[config.mk]
export PLATFORM = sky130hd
export DESIGN_NAME = sd_image_reader
export DESIGN_NICKNAME = d
export VERILOG_FILES = /design/src/rtl/sd_image_pkg.sv /design/src/rtl/sd_busy_edge.sv /design/src/rtl/sd_image_reader.sv
export SDC_FILE = /design/constraint.sdc
export NUM_CORES = 1
export LEC_CHECK = 0
export ABC_AREA = 1
export BUFFER_PORTS_ARGS = -buffer_cell sky130_fd_sc_hd__clkbuf_2
export CORE_MARGIN = 2
export CORE_UTILIZATION = 40
export CTS_BUF_LIST = sky130_fd_sc_hd__clkbuf_2 sky130_fd_sc_hd__clkbuf_4 sky130_fd_sc_hd__clkbuf_8
export DETAILED_ROUTE_END_ITERATION = 12
export HOLD_SLACK_MARGIN = 0.1
export PLACE_DENSITY = 0.56
export SLEW_MARGIN = 15
export SYNTH_ARGS = -nofsm -noshare
export SYNTH_HDL_FRONTEND = slang
export SYNTH_SLANG_ARGS = --single-unit
[constraint.sdc]
create_clock -name clk -period 11 [get_ports clk]
set_input_delay 1.65 -clock clk [delete_from_list [all_inputs] [get_ports clk]]
set_output_delay 1.65 -clock clk [all_outputs]
set_load 0.01 [all_outputs]
[src/rtl/sd_image_pkg.sv]
// Shared constants and state encoding for the SD image reader/writer pair.
// The sector address helper is the single definition of the image layout on the card.
package sd_image_pkg;

  localparam int unsigned SEC_LENGTH_DEF = 2000;
  localparam int unsigned INDEX_SEC_DEF  = 0;
  localparam int unsigned SEC_WORDS_DEF  = 256;
  localparam int unsigned FIFO_DEPTH_DEF = 1024;

  typedef enum logic [2:0] {
    ST_IDLE       = 3'd0,
    ST_RD_IDX     = 3'd1,
    ST_WAIT_SPACE = 3'd2,
    ST_RD_SEC     = 3'd3,
    ST_DONE       = 3'd4
  } state_e;

  // Image n occupies sectors n*len+1 .. n*len+len; sector 0 region holds the index.
  function automatic logic [31:0] sec_addr(input logic [15:0] idx,
                                           input logic [11:0] k,
                                           input logic [31:0] len);
    return ({16'd0, idx} * len) + 32'd1 + {20'd0, k};
  endfunction

endpackage

[src/rtl/sd_busy_edge.sv]
// Two-flop delay of an SD engine busy flag and its falling-edge detect.
// Shared by the image reader (rd_busy) and writer (wr_busy).
module sd_busy_edge (
  input  logic clk,
  input  logic rst_n,
  input  logic busy,
  output logic neg_edge
);

  logic d0;
  logic d1;

  // Delay line for the busy flag.
  always_ff @(posedge clk or negedge rst_n) begin
    if (!rst_n) begin
      d0 <= 1'b0;
      d1 <= 1'b0;
    end else begin
      d0 <= busy;
      d1 <= d0;
    end
  end

  assign neg_edge = d1 & ~d0;

endmodule

[src/rtl/sd_image_reader.sv]
// Reads the image-count index sector, then streams every sector of the latest
// stored image into the downstream 16w32r FIFO, throttled by FIFO space.
module sd_image_reader
  import sd_image_pkg::*;
#(
  parameter int unsigned SEC_LENGTH = SEC_LENGTH_DEF,
  parameter int unsigned INDEX_SEC  = INDEX_SEC_DEF,
  parameter int unsigned SEC_WORDS  = SEC_WORDS_DEF,
  parameter int unsigned FIFO_DEPTH = FIFO_DEPTH_DEF
) (
  input  logic        clk,
  input  logic        rst_n,
  input  logic        sd_init_done,
  input  logic        sys_image_read_req,
  input  logic        rd_busy,
  input  logic [15:0] rd_data,
  input  logic        rd_data_valid,
  input  logic [9:0]  fifo_16w32r_len,
  input  logic        fifo_16w32r_full,
  output logic        rd_start_en,
  output logic [31:0] rd_sec_addr,
  output logic        fifo_wr_en,
  output logic [15:0] fifo_wr_data,
  output logic [15:0] image_index,
  output logic        rd_image_busy,
  output logic        rd_image_done,
  output logic        rd_image_err,
  output logic [2:0]  o_state
);

  localparam logic [31:0] LEN_LIMIT  = 32'(FIFO_DEPTH - SEC_WORDS);
  localparam logic [12:0] SEC_LEN_W  = 13'(SEC_LENGTH);
  localparam logic [31:0] INDEX_ADDR = 32'(INDEX_SEC);
  localparam logic [31:0] SEC_LEN_32 = 32'(SEC_LENGTH);

  state_e      state;
  state_e      next_state;
  logic        neg_rd_busy;
  logic [11:0] sec_cnt;
  logic [15:0] idx_word;
  logic        idx_seen;
  logic        len_ok;

  logic        start_s;
  logic [31:0] addr_s;
  logic        wr_s;
  logic        set_err_s;
  logic        clr_err_s;
  logic        idx_load_s;
  logic        cnt_inc_s;

  sd_busy_edge u_busy_edge (
    .clk      (clk),
    .rst_n    (rst_n),
    .busy     (rd_busy),
    .neg_edge (neg_rd_busy)
  );

  assign len_ok        = ({22'd0, fifo_16w32r_len} <= LEN_LIMIT);
  assign rd_image_busy = (state != ST_IDLE);
  assign o_state       = state;

  // State register.
  always_ff @(posedge clk or negedge rst_n) begin
    if (!rst_n) begin
      state <= ST_IDLE;
    end else begin
      state <= next_state;
    end
  end

  // Next-state and per-cycle strobes; losing card init overrides everything.
  always_comb begin
    next_state = state;
    start_s    = 1'b0;
    addr_s     = 32'd0;
    wr_s       = 1'b0;
    set_err_s  = 1'b0;
    clr_err_s  = 1'b0;
    idx_load_s = 1'b0;
    cnt_inc_s  = 1'b0;
    if (!sd_init_done) begin
      next_state = ST_IDLE;
    end else begin
      case (state)
        ST_IDLE: begin
          if (sys_image_read_req && !rd_busy) begin
            next_state = ST_RD_IDX;
            start_s    = 1'b1;
            addr_s     = INDEX_ADDR;
            clr_err_s  = 1'b1;
          end
        end
        ST_RD_IDX: begin
          if (neg_rd_busy) begin
            if (idx_word == 16'd0) begin
              set_err_s  = 1'b1;
              next_state = ST_IDLE;
            end else begin
              idx_load_s = 1'b1;
              next_state = ST_WAIT_SPACE;
            end
          end
        end
        ST_WAIT_SPACE: begin
          if (!rd_busy && !fifo_16w32r_full && len_ok) begin
            start_s    = 1'b1;
            addr_s     = sec_addr(image_index, sec_cnt, SEC_LEN_32);
            next_state = ST_RD_SEC;
          end
        end
        ST_RD_SEC: begin
          wr_s      = rd_data_valid;
          set_err_s = rd_data_valid & fifo_16w32r_full;
          if (neg_rd_busy) begin
            cnt_inc_s  = 1'b1;
            next_state = (({1'b0, sec_cnt} + 13'd1) == SEC_LEN_W) ? ST_DONE : ST_WAIT_SPACE;
          end
        end
        ST_DONE: begin
          next_state = ST_IDLE;
        end
        default: begin
          next_state = ST_IDLE;
        end
      endcase
    end
  end

  // Registered outputs, index capture and sector counter.
  always_ff @(posedge clk or negedge rst_n) begin
    if (!rst_n) begin
      rd_start_en   <= 1'b0;
      rd_sec_addr   <= 32'd0;
      fifo_wr_en    <= 1'b0;
      fifo_wr_data  <= 16'd0;
      rd_image_done <= 1'b0;
      rd_image_err  <= 1'b0;
      image_index   <= 16'd0;
      sec_cnt       <= 12'd0;
      idx_word      <= 16'd0;
      idx_seen      <= 1'b0;
    end else begin
      rd_start_en   <= start_s;
      fifo_wr_en    <= wr_s;
      rd_image_done <= (next_state == ST_DONE);
      if (start_s) begin
        rd_sec_addr <= addr_s;
      end
      if (wr_s) begin
        fifo_wr_data <= rd_data;
      end
      if (clr_err_s) begin
        rd_image_err <= 1'b0;
      end else if (set_err_s) begin
        rd_image_err <= 1'b1;
      end
      if (idx_load_s) begin
        image_index <= idx_word - 16'd1;
        sec_cnt     <= 12'd0;
      end else if (cnt_inc_s) begin
        sec_cnt <= sec_cnt + 12'd1;
      end
      // Only the first word of the index sector carries the image count.
      if (clr_err_s) begin
        idx_word <= 16'd0;
        idx_seen <= 1'b0;
      end else if (state == ST_RD_IDX && rd_data_valid && !idx_seen) begin
        idx_word <= rd_data;
        idx_seen <= 1'b1;
      end
    end
  end

endmodule
# Word level (Yosys, flattened, before mapping)
# Cells that the tools add are included.
[totals]
regBits = 102
in_bits = 33
output_inout_bits = 72
word_cells = 80
[op_classes]
add_sub_neg = 5
n_mul = 1
n_lt_le_gt_ge = 1
eq_ne = 5
n_mux = 38
bitwise_logic = 3
reduce_logical = 14
[ops]
columns = ["op", "count"]
rows = [
  ["29-bit two-way mux", 3],
  ["16-bit two-way mux", 2],
  ["28-bit by 12-bit adder with 29-bit output", 1],
  ["27-bit by 1-bit adder with 28-bit output, second input constant", 1],
  ["12-bit two-way mux", 2],
  ["16-bit by 7-bit multiplier with 23-bit output, second input constant", 1],
  ["1-bit two-way mux", 21],
  ["3-bit two-way mux", 6],
  ["16-bit logical NOT", 1],
  ["16-bit by 1-bit subtractor with 16-bit output, second input constant", 1],
  ["12-bit by 1-bit adder with 13-bit output, second input constant", 1],
  ["13-bit by 11-bit equality test with 1-bit output, second input constant", 1],
  ["12-bit by 1-bit adder with 12-bit output, second input constant", 1],
  ["3-bit case mux with 4 select lines", 1],
  ["10-bit <= comparator, second input constant", 1],
  ["3-bit by 2-bit equality test with 1-bit output, second input constant", 2],
  ["2-bit nonzero test", 3],
  ["1-bit logical AND", 5],
  ["1-bit case mux with 2 select lines", 2],
  ["3-bit by 1-bit equality test with 1-bit output, second input constant", 1],
  ["3-bit equality test, second input constant", 1],
  ["1-bit logical NOT", 3],
  ["3-bit logical NOT", 1],
  ["3-bit nonzero test", 1],
  ["other kinds (3)", 4],
]

# Longest topological paths before layout
# Gate-level depths: netlist of the first run.
[logic_depth]
word_depth = 7
mapped_depth = 25
depth_no_buf = 24

# Hierarchy
# From an unflattened synthesis of the first run, not the netlist that was laid out.
[unflattened]
cells_unflattened = 1055
area_unflattened_um2 = 8275.4
[modules_own_cells]
columns = ["module", "instances", "cells_each", "area_each_um2", "seq_area_each_um2"]
rows = [
  ["sd_image_reader", 1, 1051, 8215.4, 2402.3],
  ["sd_busy_edge", 1, 4, 60.1, 50.0],
]

# Least setup slack after synthesis of the first run
# Ideal clock, no wire load.
[synth_path]
path_type = "reg2reg"
start = "reg image_index[0]"
end = "reg rd_sec_addr[26]"
setup_ns = 0.117
arrival_ns = 4.632
t_required_ns = 10.883
path_slack_ns = 6.250
path_stages_with_launch = 23
n_path_buf = 0
synth_period_minus_slack_ns = 4.750
path_cell_list = "dfrtp_1 -> fa_1 -> fa_1 -> inv_1 -> fa_1 -> fa_1 -> inv_1 -> ha_1 -> nor2_1 -> a21oi_1 -> xor2_1 -> ha_1 -> nand2_1 -> nor2_1 -> nand3_1 -> nand3_1 -> nand3_2 -> nor2_4 -> nand3_1 -> nor2_1 -> nand3_1 -> nand3_1 -> nand2_1"
[synth_between]
elab_chain_cells = 6
[synth_lines]
columns = ["item", "line_no", "source"]
rows = [
  ["start, declared", "sd_image_reader.sv:24", "output logic [15:0] image_index,"],
  ["start signal, assigned", "sd_image_reader.sv:159", "image_index <= idx_word - 16'd1;"],
  ["16-bit by 7-bit multiplier with 23-bit output", "sd_image_pkg.sv:22", "return ({16'd0, idx} * len) + 32'd1 + {20'd0, k};"],
  ["27-bit by 1-bit adder with 28-bit output", "sd_image_pkg.sv:22", ""],
  ["28-bit by 12-bit adder with 29-bit output", "sd_image_pkg.sv:22", ""],
  ["29-bit two-way mux", "sd_image_reader.sv:106", "if (!rd_busy && !fifo_16w32r_full && len_ok) begin"],
  ["29-bit two-way mux", "n/a", ""],
  ["29-bit two-way mux", "sd_image_reader.sv:82", "if (!sd_init_done) begin"],
  ["end signal, assigned", "sd_image_reader.sv:148", "rd_sec_addr <= addr_s;"],
  ["end, declared", "sd_image_reader.sv:21", "output logic [31:0] rd_sec_addr,"],
]
# No other way between the ends.
# A chain may end at the register's enable or synchronous reset.

# Final worst setup path of the first run
# Ends and elaborated chain as after synthesis.

==> results.yml, run 1 <==
worst_setup_path:
  crit_family: "adder cells"
  slowest_stage: "fa_1"
  required_ps: 11290
  crit_path_start: "image_index[0]$_DFFE_PN0P_"
  start_kind: "flip-flop"
  cp_slowest_stage_delay_ps: 560
  worstPathMaxFanout: 7
  cp-end-kind: "flip-flop"
  worst-path-buf-inv: 2
  crit_type: "flip-flop to flip-flop"
  critPathArrivalTime_ps: 5370
  path_cells: "fa_1 -> fa_1 -> inv_1 -> fa_1 -> fa_1 -> inv_1 -> ha_1 -> nor2_1 -> a21oi_1 -> xor2_1 -> ha_1 -> nand2_1 -> nor2_1 -> nand3_1 -> nand3_1 -> nand3_2 -> nor2_4 -> nand3_1 -> nor2_1 -> nand3_1 -> nand3_1 -> nand2_1"
  crit_path_frequent_cell: "nand3_1"
  r2r_start: "image_index[0]$_DFFE_PN0P_"
logic_synthesis:
  synth_top_cell_area_share_pct: 29.5
  yosys.area.top_type: "dfrtp_1"
  synth_area_sq_um: 8320
  avgSynthCellArea_sq_um: 7.79
  synth_cell_types: 52
  yosys_warnings: 0
  ys_seq_area_share_pct: 29.5
  async_flop_share_pct: 100
  synthCells: 1068
  synth.area.top_cells: "dfrtp_1 (29%), fa_1 (13%), nand2_1 (11%)"
  synth_enable_flop_cells: 0
  synth_ff_type: "dfrtp_1"
  ys_ff_latch: 98
floorplan:
  core-area_sq_um: 20300
  dieArea_sq_um: 22000
  io_pins: 105
  rows: 52
  start_util_pct: 41.0
  die_w_microns: 148
  die_h_microns: 148
timing:
  min_period_ps: 5080
  max-slew-margin-rel_pct: 39.1
  setup_violations: 0
  fmax_ghz: 0.197
  finalHoldViolations: 0
  setup_slack_ps: 5920
  post-route-period-util_pct: 46.2
  skew_ps: 13.7
  rsz0062_at_grt: "no"
  tightest_slew_ps: 913
  tns_ps: 0
  slew_violations: 0
clock_network:
  cts_max_level: 3
  clock_latency_ps: 390
  clock_sinks: 98
  root_buffer: "clkbuf_8"
  cts_hold_buffers: 0
  cts_resized: 0
  cts_tree: "built"
  cts_setup_buffers: 0
  cts_buffer_depth: 2
  clkTransAtPathRegs_ps: 100
  cts_made_buffers: 9
job:
  maxCapViolations: 0
drt:
  viasPerCell: 4.65
  drtPass1Iterations: 4
  detail_route.wirelength_microns: 18800
  drc: 0
  drt-wirelength-per-cell_microns: 13.1
  ant_nets: 0
  vias: 6699
  drt_iter0_drc: 252
grt:
  global_route.overflow_total: 0
  grt_pass1_vias: 6642
  grt_max_degree: 71
  grt_usage_pct: 18.0
  grt_pass1_wl_microns: 32100
  antenna_found_initial: 0
run_status:
  status: "finished, final reports clean"
placed_design:
  dp_hpwl_microns: 15300
  place_ws_ps: 5900
  io_buffers: 100
  gp_congestion: 0.855
min_path:
  hp-class: "flip-flop to flip-flop"
  hp-start: "u_busy_edge.d0$_DFF_PN0_"
cells_and_area:
  drive_above_1_share_pct: 17.1
  antenna_cells: 0
  nets: 1315
  area_growth_syn_to_layout_pct: 11.8
==> synth_stat cells, types with 2 or more instances <==
library cell and instances:
xor2_1 21, nand3_1 53, o21ai_2 8, ha_1 62, o21bai_1 3, inv_1 208, nor3_1 10, inv_2 15
nand4_2 2, fa_1 54, clkbuf_1 8, nand2_1 248, o21ai_0 55, o22ai_1 14, o31ai_1 3, nand4_1 10
xnor2_1 5, nor2_4 5, nand2_2 22, nand3_2 4, nand3_4 2, clkinv_1 2, a32o_1 2, nor2_2 13
nor2_1 73, buf_4 5, o21ai_1 6, or2_2 4, buf_6 3, dfrtp_1 98, a21oi_1 24, o211ai_1 6
==> layer usage <==
metal / vias to the layer above / track usage, % / share of wire (%) / routed length, microns
met4: 0 / 5.19 / 1.7 / 319
met1: 3075 / 24.1 / 48 / 9080
li1: 3501 / - / - / -
met3: 21 / 3.22 / 3.5 / 663
met5: - / 0 / 0 / 0
met2: 102 / 30.2 / 46 / 8750
==> worst register-to-register path: stages (launching register included) <==
cell and delay (ps):
dfrtp_1 480, fa_1 560, fa_1 520, inv_1 50, fa_1 470, fa_1 510
inv_1 40, ha_1 360, nor2_1 140, a21oi_1 80, xor2_1 160, ha_1 360
nand2_1 90, nor2_1 150, nand3_1 100, nand3_1 150, nand3_2 150, nor2_4 140
nand3_1 130, nor2_1 110, nand3_1 70, nand3_1 100, nand2_1 60
==> through the flow <==
step / utilization [%] / instances / hold WS [ps] / cell area, sq um
detailed placement: 44.7 / 1425 / 373 / 9080
finish: 45.8 / 1441 / 392 / 9300
global placement: 44.7 / 1425 / 367 / 9080
CTS: 45.8 / 1441 / 396 / 9300
global route: 45.8 / 1441 / 405 / 9300
floorplan: - / 1071 / 354 / 8330
==> layout make-up <==
class	instances	area, sq um
fillers	2143	11000
multi-input cells	729	4920
clock inverters	7	98.8
clock buffers	9	124
well taps	270	338
repair buffers	102	518
flip-flops and latches	98	2450
inverters	226	851
==> state kept, by name, summed over array words and instances, names as in the netlist <==
register	count
fifo_wr_en	1
image_index	16
u_busy_edge.d0	1
fifo_wr_data	16
idx_seen	1
o_state	3
rd_start_en	1
rd_image_err	1
idx_word	16
sec_cnt	12
u_busy_edge.d1	1
rd_sec_addr	28
rd_image_done	1
==> cells by family (layout without fill, tap and decap cells) <==
family | after synthesis | count (layout) | share of synthesized area, %
AO/OA/AOI/OAI | 128 | 128 | 9.02
XOR/XNOR | 26 | 26 | 2.74
adder cells (fa/ha/maj) | 116 | 116 | 22.3
buffers and inverters | 244 | 344 | 11.5
flip-flops | 98 | 98 | 29.5
other | 1 | 4 | 0.0451
AND/OR/NAND/NOR | 455 | 455 | 24.9
==> path summary, 6_finish.rpt <==
kind                       slack [ps]                          end  cells past startpoint
min in group asynchronous        1190  image_index[14]$_DFFE_PN0P_                      1
setup / recovery                 5920  rd_sec_addr[26]$_DFFE_PN0P_                     22
max in group asynchronous        8550  rd_sec_addr[14]$_DFFE_PN0P_                      2
setup reg to reg                 5920  rd_sec_addr[26]$_DFFE_PN0P_                     22
hold / removal                    390     u_busy_edge.d1$_DFF_PN0_                      0
hold reg to reg                   390     u_busy_edge.d1$_DFF_PN0_                      0
==> layout by cell type, fill, tap and decap left out, types with 4 or more instances in the layout <==
master / Yosys / routed
nand2_1: 248 / 248
inv_1: 208 / 208
clkbuf_2: 0 / 99
dfrtp_1: 98 / 98
nor2_1: 73 / 73
ha_1: 62 / 62
o21ai_0: 55 / 55
fa_1: 54 / 54
nand3_1: 53 / 53
a21oi_1: 24 / 24
nand2_2: 22 / 22
xor2_1: 21 / 21
inv_2: 15 / 15
o22ai_1: 14 / 14
nor2_2: 13 / 13
nand4_1: 10 / 10
nor3_1: 10 / 10
clkbuf_8: 0 / 9
o21ai_2: 8 / 8
o21ai_1: 6 / 6
o211ai_1: 6 / 6
xnor2_1: 5 / 5
nor2_4: 5 / 5
nand3_2: 4 / 4
or2_2: 4 / 4
conb_1: 1 / 4
Power of run 1 is not shown: default switching activity piles up to over one toggle a cycle in this logic, so the estimate is an artifact.
==> run 2: changes to the inputs <==
PLACE_DENSITY = 0.58   (was 0.56)
clock period = 4.6 ns   (was 11 ns; I/O delays follow)
==> results.yml, run 2 (synthesis gave the netlist of run 1 again) <==
clock_network:
  cts_tree: "built"
  root_buffer: "clkbuf_8"
  cts_hold_buffers: 0
  clock_latency_ps: 400
  cts_max_level: 3
  clkTransAtPathRegs_ps: 110
  clock_sinks: 98
  cts_buffer_depth: 2
  cts_made_buffers: 9
worst_setup_path:
  r2r_start: "image_index[1]$_DFFE_PN0P_"
  slowest_stage: "fa_1"
  worstPathMaxFanout: 4
  reg2reg_slack_ps: 20
  critPathArrivalTime_ps: 4860
  crit_path_frequent_cell: "fa_1"
  crit_path_start: "image_index[1]$_DFFE_PN0P_"
  required_ps: 4880
  start_kind: "flip-flop"
  ff2ff_path_depth: 20
  cp-end-kind: "flip-flop"
  cp_slowest_stage_delay_ps: 540
  r2r_end: "rd_sec_addr[12]$_DFFE_PN0P_"
  crit_type: "flip-flop to flip-flop"
  path_cells: "fa_1 -> fa_1 -> inv_1 -> fa_1 -> fa_1 -> inv_2 -> ha_4 -> nor2_4 -> a21oi_2 -> xor2_1 -> ha_1 -> buf_6 -> nand2_4 -> nand2_2 -> a21oi_2 -> nand3_2 -> buf_4 -> buf_4 -> o21ai_0 -> nand2_1"
placed_design:
  dp_hpwl_microns: 15500
  io_buffers: 100
  gp_congestion: 0.846
run_status:
  status: "finished, final reports clean"
grt:
  global_route.overflow_total: 0
  grt_util_met1_pct: 24.8
  antenna_found_initial: 0
  global_route.usage.met2_pct: 30.8
  grt_pass1_vias: 6944
  grt_max_degree: 63
  grt_usage_pct: 18.5
  top_usage_layer: "met2"
  grt_pass1_wl_microns: 33000
  use_met3_pct: 3.44
timing:
  holdWs_ps: 374
  skew_ps: 20.7
  fmax_ghz: 0.218
  rsz0062_at_grt: "yes"
  max-slew-margin-rel_pct: 45.6
  setup_violations: 0
  finalHoldViolations: 0
  min_period_ps: 4580
  slew_violations: 0
  post-route-period-util_pct: 99.6
  tightest_slew_ps: 816
drt:
  drtPass1Iterations: 6
  drc: 0
  vias: 6983
  detail_route.wirelength_microns: 19200
  viasPerCell: 4.63
  drt-wirelength-per-cell_microns: 12.8
  ant_nets: 0
  drt_iter0_drc: 256
floorplan:
  die_h_microns: 148
  io_pins: 105
  start_util_pct: 41.0
  die_w_microns: 148
  dieArea_sq_um: 22000
  core-area_sq_um: 20300
  rows: 52
cells_and_area:
  final_common_cell: "nand2_1"
  drive_above_1_share_pct: 24.6
  largest_register_ffs: 28
  antenna_cells: 0
  top_register: "rd_sec_addr"
  area_growth_syn_to_layout_pct: 19.9
  fillers: 2032
  final_cell_mix: "nand2_1 (240), inv_1 (202), clkbuf_2 (99), dfrtp_1 (95), nor2_1 (68)"
  nets: 1382
job:
  maxCapViolations: 0
min_path:
  hp-class: "input pin to async pin"
run 2: worst max path at each step:
stage | end | slack (ps) | cells past startpoint
final | rd_sec_addr[12]$_DFFE_PN0P_ | 20 | 20
after global routing | rd_sec_addr[22]$_DFFE_PN0P_ | -210 | 22
after CTS | rd_sec_addr[19]$_DFFE_PN0P_ | 4 | 25
after detailed placement | rd_sec_addr[26]$_DFFE_PN0P_ | -160 | 22
after global placement | rd_sec_addr[20]$_DFFE_PN0P_ | -30 | 21
after floorplan | rd_sec_addr[26]$_DFFE_PN0P_ | 0.3 | 20
run 2: cell type report:
cell class	count	area, sq um	area share [%]
clock buffer	9	124	1.24
clock inverter	7	61.3	0.615
inverter	226	851	8.53
multi-input combinational	729	5110	51.3
sequential	98	2460	24.6
tap	270	338	3.39
timing repair buffer	169	1030	10.3
run 2: metrics by stage:
step                std cells  setup WS, ps  utilization (%)  setup TNS, ps  cell area [sq um]
floorplan                1071         0.321                -              0               8350
global placement         1479         -35.0             46.8          -92.0               9510
detailed placement       1479          -163             46.8          -1160               9510
CTS                      1499          4.10             48.1              0               9760
global route             1508          -212             49.1          -1870               9970
finish                   1508          17.9             49.1              0               9970
run 2: layer usage:
layer	wire, microns	share of wire, %	vias up
li1	-	-	3644
met1	9070	47	3201
met2	9110	47	114
met3	751	3.9	24
met4	301	1.6	0
met5	0	0	-
run 2: what timing repair did:
action                                  CTS  global route
pin swaps                                12            11
endpoints found under the setup margin   13            15
hold endpoints to repair                  0             0
gates resized for setup                   9            41
setup buffers                             4             9
run 2: worst max-delay path, delay by kind of cell, from the launching register on:
| family | cells | cell delay (ps) |
|---|---|---|
| flops | 1 | 440 |
| simple gates | 5 | 320 |
| fa+ha+maj | 6 | 2580 |
| xor+xnor | 1 | 170 |
| buf+inv | 5 | 500 |
| compound gates | 3 | 460 |
Power of run 2 is left out for the same reason.
==> run 3: changes to the inputs <==
CAP_MARGIN = 20   (was default)
CORE_MARGIN = default   (was 2)
RECOVER_POWER = 25   (was default)
==> results.yml, run 3 (synthesis gave the netlist of run 1 again) <==
timing:
  fmax_ghz: 0.219
  max-slew-margin-rel_pct: -24.1
  setup_slack_ps: 31.1
  min_period_ps: 4570
  skew_ps: 12.7
  slew_violations: 70
  finalHoldViolations: 0
  rsz0062_at_grt: "yes"
  setup_violations: 0
  tightest_slew_ps: 1860
  post-route-period-util_pct: 99.3
drt:
  vias: 6892
  drt_iter0_drc: 304
  drtPass1Iterations: 4
  detail_route.wirelength_microns: 18600
  ant_nets: 0
  viasPerCell: 4.58
  drt-wirelength-per-cell_microns: 12.4
  drc: 0
worst_setup_path:
  cp-end-kind: "flip-flop"
  cp_slowest_stage_delay_ps: 530
  critPathArrivalTime_ps: 4900
  required_ps: 4930
  ff2ff_path_depth: 23
  start_kind: "flip-flop"
  crit_family: "adder cells"
  slowest_stage: "fa_1"
  crit_type: "flip-flop to flip-flop"
  cp.depth: 23
  path_cells: "fa_1 -> fa_1 -> inv_1 -> fa_1 -> fa_1 -> inv_2 -> ha_4 -> nor2_4 -> a21oi_2 -> xor2_1 -> ha_1 -> nand2_2 -> nor2_4 -> nand2_1 -> nand3_2 -> nand3_4 -> nor2_4 -> nand2_4 -> nor2_4 -> nand3_1 -> nand2_1 -> nand3_1 -> nand2_1"
  worstPathMaxFanout: 4
  worst-path-buf-inv: 2
cells_and_area:
  nets: 1380
  largest_register_ffs: 28
  final_cell_mix: "nand2_1 (241), inv_1 (201), clkbuf_2 (99), dfrtp_1 (92), nor2_1 (68)"
  top_register: "rd_sec_addr"
  antenna_cells: 0
  area_growth_syn_to_layout_pct: 19.2
  drive_above_1_share_pct: 24.8
  final_common_cell: "nand2_1"
floorplan:
  io_pins: 105
  die_h_microns: 146
  dieArea_sq_um: 21400
  core-area_sq_um: 20300
  rows: 52
  start_util_pct: 41.0
  die_w_microns: 146
grt:
  grt_pass1_wl_microns: 32700
  grt_usage_pct: 18.9
  grt_pass1_vias: 6889
  global_route.overflow_total: 0
  grt_max_degree: 70
  antenna_found_initial: 0
clock_network:
  cts_buffer_depth: 2
  cts_tree: "built"
  cts_hold_buffers: 0
  cts_made_buffers: 9
  clkTransAtPathRegs_ps: 100
  clock_latency_ps: 390
  cts_max_level: 3
  clock_sinks: 98
  root_buffer: "clkbuf_8"
run_status:
  violations: "max-capacitance violations, max-slew violations"
  status: "finished, violations left"
placed_design:
  gp_congestion: 0.865
  io_buffers: 100
  place_ws_ps: -131
  dp_hpwl_microns: 14900
min_path:
  hp-class: "flip-flop to flip-flop"
  whs_path_depth: 0
job:
  maxCapViolations: 1
run 3: cell count changes in the layout (fill, tap and decap cells not counted), sizes merged:
cell,previous run,this run
clkbuf,108,109
inv,227,226
buf,70,67
clkinvlp,1,2
run 3: through the flow:
step	utilization [%]	hold slack [ps]	setup TNS, ps	cells	instance area [sq um]
after floorplan	-	354	0	1071	8350
after global placement	46.8	368	-66.8	1477	9490
after detailed placement	46.8	368	-709	1477	9490
after CTS	48.0	394	-2.92	1496	9740
after global routing	48.9	430	-2130	1506	9920
final	48.9	390	0	1506	9920
run 3: cell type report:
| type | count | area [sq um] |
|---|---|---|
| Clock buffer | 9 | 124 |
| Clock inverter | 7 | 60.1 |
| Fill cell | 1971 | 10400 |
| Inverter | 226 | 857 |
| Multi-Input combinational cell | 729 | 5080 |
| Sequential cell | 98 | 2460 |
| Tap cell | 270 | 338 |
| Timing Repair Buffer | 167 | 1010 |
run 3: layer usage:
layer / up-vias / GRT usage, % / part of all wire, %
li1: 3639 / - / -
met1: 3108 / 25.3 / 48
met2: 125 / 31.6 / 47
met3: 20 / 3.03 / 3.8
met4: 0 / 4.84 / 1.6
met5: - / 0 / 0
run 3: final timing paths:
check,from,to,slack (ps)
min in group asynchronous,rst_n,rd_sec_addr[26]$_DFFE_PN0P_,810
hold / removal,u_busy_edge.d0$_DFF_PN0_,u_busy_edge.d1$_DFF_PN0_,390
hold reg to reg,u_busy_edge.d0$_DFF_PN0_,u_busy_edge.d1$_DFF_PN0_,390
max in group asynchronous,rst_n,image_index[11]$_DFFE_PN0P_,2520
setup reg to reg,image_index[1]$_DFFE_PN0P_,rd_sec_addr[26]$_DFFE_PN0P_,30
setup / recovery,image_index[1]$_DFFE_PN0P_,rd_sec_addr[26]$_DFFE_PN0P_,30
run 3: what timing repair did:
item | 4_1_cts | 5_1_grt
hold endpoints to repair | 0 | 0
setup endpoints to repair | 11 | 14
buffers inserted | 3 | 10
gates resized for setup | 11 | 38
pin swaps | 12 | 14
Power of run 3 is left out for the same reason.
